`src/rtl/calc_core.sv`:
```
// calc_core: switch-operand calculator datapath with debounced store/execute
// buttons, a small operand register file, a four-op ALU and a display mux.
module calc_core #(
  parameter int unsigned WIDTH     = 8,
  parameter int unsigned DEPTH     = 4,
  parameter int unsigned DB_CYCLES = 120000,
  localparam int unsigned SEL_W    = $clog2(DEPTH)
) (
  input  logic               CLK,
  input  logic               RST,
  input  logic [WIDTH-1:0]   sw,
  input  logic [SEL_W-1:0]   sel,
  input  logic [1:0]         op,
  input  logic [1:0]         view,
  input  logic               btn_store,
  input  logic               btn_exec,
  output logic [WIDTH-1:0]   disp_value,
  output logic [WIDTH-1:0]   acc,
  output logic               carry,
  output logic               zero,
  output logic               result_valid
);

  localparam int unsigned CNT_W  = $clog2(DB_CYCLES);
  localparam int unsigned N_BTN  = 2;
  localparam int unsigned BTN_ST = 0;
  localparam int unsigned BTN_EX = 1;

  // Button path state, index 0 = store, index 1 = execute
  logic [N_BTN-1:0] btn_raw;
  logic [N_BTN-1:0] sync_a;
  logic [N_BTN-1:0] sync_b;
  logic [N_BTN-1:0] stable;
  logic [N_BTN-1:0] stable_q;
  logic [N_BTN-1:0] evt;
  logic [CNT_W-1:0] db_cnt [N_BTN];

  logic [WIDTH-1:0] regs [DEPTH];
  logic [WIDTH-1:0] rd_val;
  logic [WIDTH:0]   sum_ext;
  logic [WIDTH:0]   diff_ext;
  logic [WIDTH-1:0] alu_res;
  logic             alu_carry;

  assign btn_raw  = {btn_exec, btn_store};
  assign rd_val   = regs[sel];
  assign sum_ext  = {1'b0, rd_val} + {1'b0, sw};
  assign diff_ext = {1'b0, rd_val} - {1'b0, sw};

  // Two-flop synchronisers for the asynchronous raw buttons
  always_ff @(posedge CLK) begin
    if (RST) begin
      sync_a <= '0;
      sync_b <= '0;
    end else begin
      sync_a <= btn_raw;
      sync_b <= sync_a;
    end
  end

  // Debouncers: stable state follows only after DB_CYCLES consecutive differing cycles
  always_ff @(posedge CLK) begin
    if (RST) begin
      stable <= '0;
      for (int unsigned i = 0; i < N_BTN; i++) begin
        db_cnt[i] <= '0;
      end
    end else begin
      for (int unsigned i = 0; i < N_BTN; i++) begin
        if (sync_b[i] == stable[i]) begin
          db_cnt[i] <= '0;
        end else if (db_cnt[i] == CNT_W'(DB_CYCLES - 1)) begin
          stable[i] <= ~stable[i];
          db_cnt[i] <= '0;
        end else begin
          db_cnt[i] <= db_cnt[i] + CNT_W'(1);
        end
      end
    end
  end

  // Rising-edge detect of the debounced state into registered one-cycle events
  always_ff @(posedge CLK) begin
    if (RST) begin
      stable_q <= '0;
      evt      <= '0;
    end else begin
      stable_q <= stable;
      evt      <= stable & ~stable_q;
    end
  end

  // ALU between the selected register and the live switches
  always_comb begin
    alu_res   = '0;
    alu_carry = 1'b0;
    case (op)
      2'b00: begin
        alu_res   = sum_ext[WIDTH-1:0];
        alu_carry = sum_ext[WIDTH];
      end
      2'b01: begin
        alu_res   = diff_ext[WIDTH-1:0];
        alu_carry = diff_ext[WIDTH];
      end
      2'b10: alu_res = rd_val & sw;
      default: alu_res = rd_val ^ sw;
    endcase
  end

  // Register file write on store; execute reads the pre-store value via NBA ordering
  always_ff @(posedge CLK) begin
    if (RST) begin
      for (int unsigned i = 0; i < DEPTH; i++) begin
        regs[i] <= '0;
      end
    end else if (evt[BTN_ST]) begin
      regs[sel] <= sw;
    end
  end

  // Accumulator, flags and result pulse; all hold between executes
  always_ff @(posedge CLK) begin
    if (RST) begin
      acc          <= '0;
      carry        <= 1'b0;
      zero         <= 1'b0;
      result_valid <= 1'b0;
    end else begin
      result_valid <= evt[BTN_EX];
      if (evt[BTN_EX]) begin
        acc   <= alu_res;
        carry <= alu_carry;
        zero  <= (alu_res == '0);
      end
    end
  end

  // Display source select
  always_comb begin
    disp_value = acc;
    case (view)
      2'b00:   disp_value = sw;
      2'b01:   disp_value = rd_val;
      default: disp_value = acc;
    endcase
  end

endmodule

```
`config.mk`:
```
export PLATFORM = sky130hd
export DESIGN_NAME = calc_core
export DESIGN_NICKNAME = d
export VERILOG_FILES = /design/src/rtl/calc_core.sv
export SDC_FILE = /design/constraint.sdc
export NUM_CORES = 1
export LEC_CHECK = 0
export ABC_CLOCK_PERIOD_IN_PS = 5120
export BUFFER_PORTS_ARGS = -buffer_cell sky130_fd_sc_hd__buf_2
export CAP_MARGIN = 20
export CELL_PAD_IN_SITES_DETAIL_PLACEMENT = 0
export CELL_PAD_IN_SITES_GLOBAL_PLACEMENT = 1
export CORE_ASPECT_RATIO = 0.75
export CORE_MARGIN = 4
export CORE_UTILIZATION = 52
export CTS_CLUSTER_SIZE = 40
export DETAILED_ROUTE_END_ITERATION = 16
export GPL_TIMING_DRIVEN = 0
export PLACE_DENSITY_LB_ADDON = 0.05
export SKIP_CTS_REPAIR_TIMING = 1
export SLEW_MARGIN = 0
export SYNTH_ARGS = -nofsm -noshare
export SYNTH_HDL_FRONTEND = slang
export SYNTH_SLANG_ARGS = --single-unit
```
`constraint.sdc`:
```
create_clock -name CLK -period 5.12 [get_ports CLK]
set_input_delay 1.024 -clock CLK [delete_from_list [all_inputs] [get_ports CLK]]
set_output_delay 1.024 -clock CLK [all_outputs]
set_load 0.02 [all_outputs]
```
; ---- Yosys cells after proc, flatten, opt, wreduce, memory -nomap -nowiden
; Memory sizes are Yosys's and may differ from the RTL's.
; Cells that the tools add are included.
; Widths: inputs -> output; s select.
[op_classes]
n_addsub = 4
multipliers = 0
div = 0
magnitude_cmp = 0
eq_ne = 7
shifts = 0
n_mux = 39
n_bitwise = 14
n_reduce_logical = 6
[ops]
columns = operator, n
row1 = $mux 17, 6
row2 = $add 17x1->17 const B, 2
row3 = $eq 17x17->1 const B, 2
row4 = $mux 1, 28
row5 = $pmux 8 s3, 1
row6 = $pmux 8 s2, 1
row7 = $add 8x8->9, 1
row8 = $sub 8x8->9, 1
row9 = $and 8x8->8, 1
row10 = $logic_not 8->1, 1
row11 = $mux 8, 1
row12 = $reduce_or 8->1, 1
row13 = $xor 8x8->8, 1
row14 = $or 1x1->1, 6
row15 = $eq 2x1->1 const B, 2
row16 = $logic_not 2->1, 2
row17 = $not 1->1, 4
row18 = $reduce_and 2->1, 2
row19 = $and 2x2->2, 1
row20 = $eq 1x1->1, 2
row21 = $eq 2x2->1 const B, 1
row22 = $mux 2, 1
row23 = $not 2->2, 1
row24 = $pmux 1 s2, 1
[totals]
reg_bits = 21
latchBits = 0
ramBits = 66
mem_bits_ro = 0
output_inout_bits = 19
elab_cells = 82
n_memories = 2
[memory_table]
columns = name, words, word_bits, rd, rd_clocked_by_memory_dff, wr, line_no
row1 = db_cnt, 2, 17, 2, 0, 2, 36  ; logic [CNT_W-1:0] db_cnt [N_BTN];
row2 = regs, 4, 8, 1, 0, 4, 38  ; logic [WIDTH-1:0] regs [DEPTH];

; ---- Longest topological paths before layout
[logic_depth]
depth_word = 7
depth_mapped = 12

; ---- Worst setup path after synthesis
; OpenSTA, ideal clock, no wires.
[synth_path]
kind = input to register
startpoint = in sel[0]
endpoint = reg zero
setup_ns = 0.116
arrival_time_ns = 3.470
required_ns = 5.004
path_slack_ns = 1.533
stages = 10
path_buffers = 1
cell_sequence = buf_2 > mux4_2 > ha_1 > inv_1 > fa_1 > mux4_2 > and3b_1 > and4_1 > nand4b_1 > o21ai_1
[synth_between]
elab_chain_len = 4
[synth_rtl]
columns = item, line_no
row1 = "start, declared", 12  ; input logic [SEL_W-1:0] sel,
row2 = $mem_v2 4x8 (*), n/a
row3 = $sub 8x8->9 (tied with other cells), 48  ; assign diff_ext = {1'b0, rd_val} - {1'b0, sw};
row4 = $pmux 8 s3 (*), 97  ; case (op)
row5 = $logic_not 8->1 (*), 134  ; zero <= (alu_res == '0);
row6 = "end signal, assigned", 134
row7 = "end, declared", 20  ; output logic zero,
; Every way passes the cells marked *; elsewhere a longest branch is shown, timed or not.
; A chain may end at the register's enable or synchronous reset.

; ---- Worst setup path after layout
; Same ends and word-level chain as after synthesis.

==> flow_summary.ini <==
[route]
drt_wl_total_mm = 11.1
dr.pass1.iters = 5
wl_per_cell_microns = 16.2
vias = 3713
drc = 0
ant_nets = 0
vias_per_cell = 5.42
drtIter0Drc = 292

[pwr]
pwr-share-seq = 0.490
irDropWorstVdd_v = 0.000172
power_density_nw_per_um2 = 281
leakagePower_nw = 2.26
clkPwrFrac = 0.365
switching_share = 0.261
intPower_mw = 1.20
power_frac_comb = 0.146
switching_power_uw = 424

[cells_and_area]
n_antenna_cell = 0
area_delta_synth_final_pct = 14.4
drive_gt1_frac = 0.149
n_fill_cell = 820
final_nets = 592

[setup_path]
cp.depth = 12
r2r_cells = 10
startpoint_type = input pin
cp-startpoint = sel[0]
critPathTopFamily = buffers and inverters
cpPeakStageDelay_ns = 0.60
critPathCaptureType = flop
cp_max_fo = 10
cp_cell_sequence = buf_2 -> buf_2 -> mux4_2 -> ha_1 -> buf_2 -> inv_1 -> nor4b_1 -> a211oi_2 -> xnor2_1 -> a221oi_1 -> nand4b_1 -> o21ai_1
critPathRequiredTime_ns = 5.38
r2r-start = regs[2][3]
critPathBufInv = 4
slowest_stage = mux4_2
worst_path_most_repeated_cell = buf_2
path_class = input pin to flop
worstPathArrival_ns = 4.07

[global_routing]
grt_overflow = 0
grt_pass1_vias = 3546
grt_max_degree = 15
use_met2 = 0.326
grt_use_met3 = 0.0441
grt_busiest_layer = met2
met1_usage = 0.271
grt_first_pass_wirelength_mm = 17.8
antenna_found_initial = 0
track_usage = 0.202

[floorplanning]
io_pins = 37
rows = 30
core-area_sq_um = 9270
die_h_microns = 93.3
die_w_microns = 122
die_area_sq_um = 11400
start_util = 0.545

[sta]
post-route-min-period_ns = 3.80
setup_viol = 0
relSlewSlack = 0.351
setup_ws_ns = 1.32
final_hold_viol_count = 0
worst_slew_pin_slew_ns = 0.971
fmax_mhz = 263
fin_crit_sh = 0.743
tns_ns = 0
grt_setup_unrepaired = false
finalMaxSlewViolations = 0
skew_ns = 0.00792

[logic_synthesis]
synth_warnings = 0
ys_seq_elements = 87
async_reset_ff_frac = 0
syn_avg_cell_area_sq_um = 10.7
synthCells = 472
ys_seq_area_frac = 0.476
synth_top_area_cell = edfxtp_1
synth-edff-count = 66
syn_area_sq_um = 5050
ys.flop_type = edfxtp_1
netlist_top_cells_count = 66 x edfxtp_1, 66 x nor2_1, 30 x nand2_1, 21 x dfxtp_1, 21 x xor2_1
yosysUniqueCellTypes = 62
synth_top_area_frac = 0.392
synth.area.top_cells = edfxtp_1 39%, dfxtp_1 8.3%, ha_1 5.0%

[job]
maxCapViolCount = 0

[clock_tree]
htreeDepth = 3
clk-insertion-delay-late_ns = 0.34
clock_path_buffers = 2
numCtsBuffers = 9
cts_tree = yes
clkTransAtPathRegs_ns = 0.06
root_buffer = clkbuf_16
cts_sinks = 87

[place]
place_hpwl_mm = 8.31
pre_cts_ws_ns = 1.02
gp_congestion = 0.875
portBuffers = 35

[outcome]
status = complete, no violations

[hold_path]
min_delay_path_depth = 1
hp-start = stable_q[0]
min_path_type = flop to flop
## layout by cell type (no fill, tap or decap), types with 6 or more instances in the layout
cell and count:
mux4_2 9, clkbuf_16 9, nand3_1 17, nor4_1 9, nor2_1 66, buf_2 42, dfxtp_1 21, clkbuf_1 11
inv_1 17, xor2_1 21, nand2_1 30, and2_1 17, xnor2_1 16, and3_1 7, nand2b_1 11, ha_1 20
a211oi_1 6, a21oi_1 9, conb_1 34, mux2i_1 15, o21ai_0 15, nor2b_1 15, edfxtp_1 66
## cell type report
type                    instances  area, sq um  share of cell area
plain buffers                  23          114              0.0197
clock buffers                   9          225              0.0390
clock inverters                 7         38.8             0.00671
inverters                      18         67.6              0.0117
multi-input cells             377         2590               0.448
flip-flops and latches         87         2400               0.416
well taps                     128          160              0.0277
repair buffers                 36          180              0.0312
## metal layers
metal,wire (microns),up-vias
met5,0,-
met4,216,0
met3,537,20
met2,5390,100
met1,4950,1787
li1,-,1806
## registers in the layout, summed over array words and instances, names as in the netlist
signal        flops
result_valid      1
regs             32
evt               2
sync_a            2
stable_q          2
sync_b            2
db_cnt           34
acc               8
stable            2
zero              1
carry             1
## per-stage QoR
| step | util | hold WS, ns | cells | total power, mW | cell area [sq um] |
|---|---|---|---|---|---|
| after floorplan | - | 0.367 | 505 | 0.979 | 5170 |
| after global placement | 0.594 | 0.378 | 668 | 1.04 | 5510 |
| after detailed placement | 0.594 | 0.374 | 668 | 1.04 | 5510 |
| after CTS | 0.623 | 0.385 | 684 | 1.63 | 5770 |
| after global routing | 0.623 | 0.406 | 685 | 1.69 | 5780 |
| final | 0.623 | 0.386 | 685 | 1.62 | 5780 |
## path summary, 6_finish.rpt
check | end | slack (ns)
hold / removal | evt[0] | 0.39
setup / recovery | zero | 1.32
hold reg to reg | evt[0] | 0.39
setup reg to reg | zero | 2.13
## power groups by stage
stage	sequential [mW]	combinational, mW	clock, mW
finish	0.794	0.236	0.592
global route	0.796	0.259	0.632
CTS	0.794	0.234	0.602
detailed placement	0.809	0.233	0
global placement	0.808	0.228	0
floorplan	0.804	0.174	0
## kinds of logic (layout without fill, tap and decap cells)
logic type / after synthesis / in the layout / synth area share
AO/OA/AOI/OAI: 61 / 61 / 0.0889
XOR/XNOR: 37 / 37 / 0.0642
adder cells (fa/ha/maj): 22 / 22 / 0.0575
buffers and inverters: 41 / 93 / 0.0359
flip-flops: 87 / 87 / 0.476
multiplexers: 24 / 24 / 0.0699
other: 1 / 34 / 0.000743
AND/OR/NAND/NOR: 199 / 199 / 0.207
No activity file was read; power rests on OpenSTA's default activity.
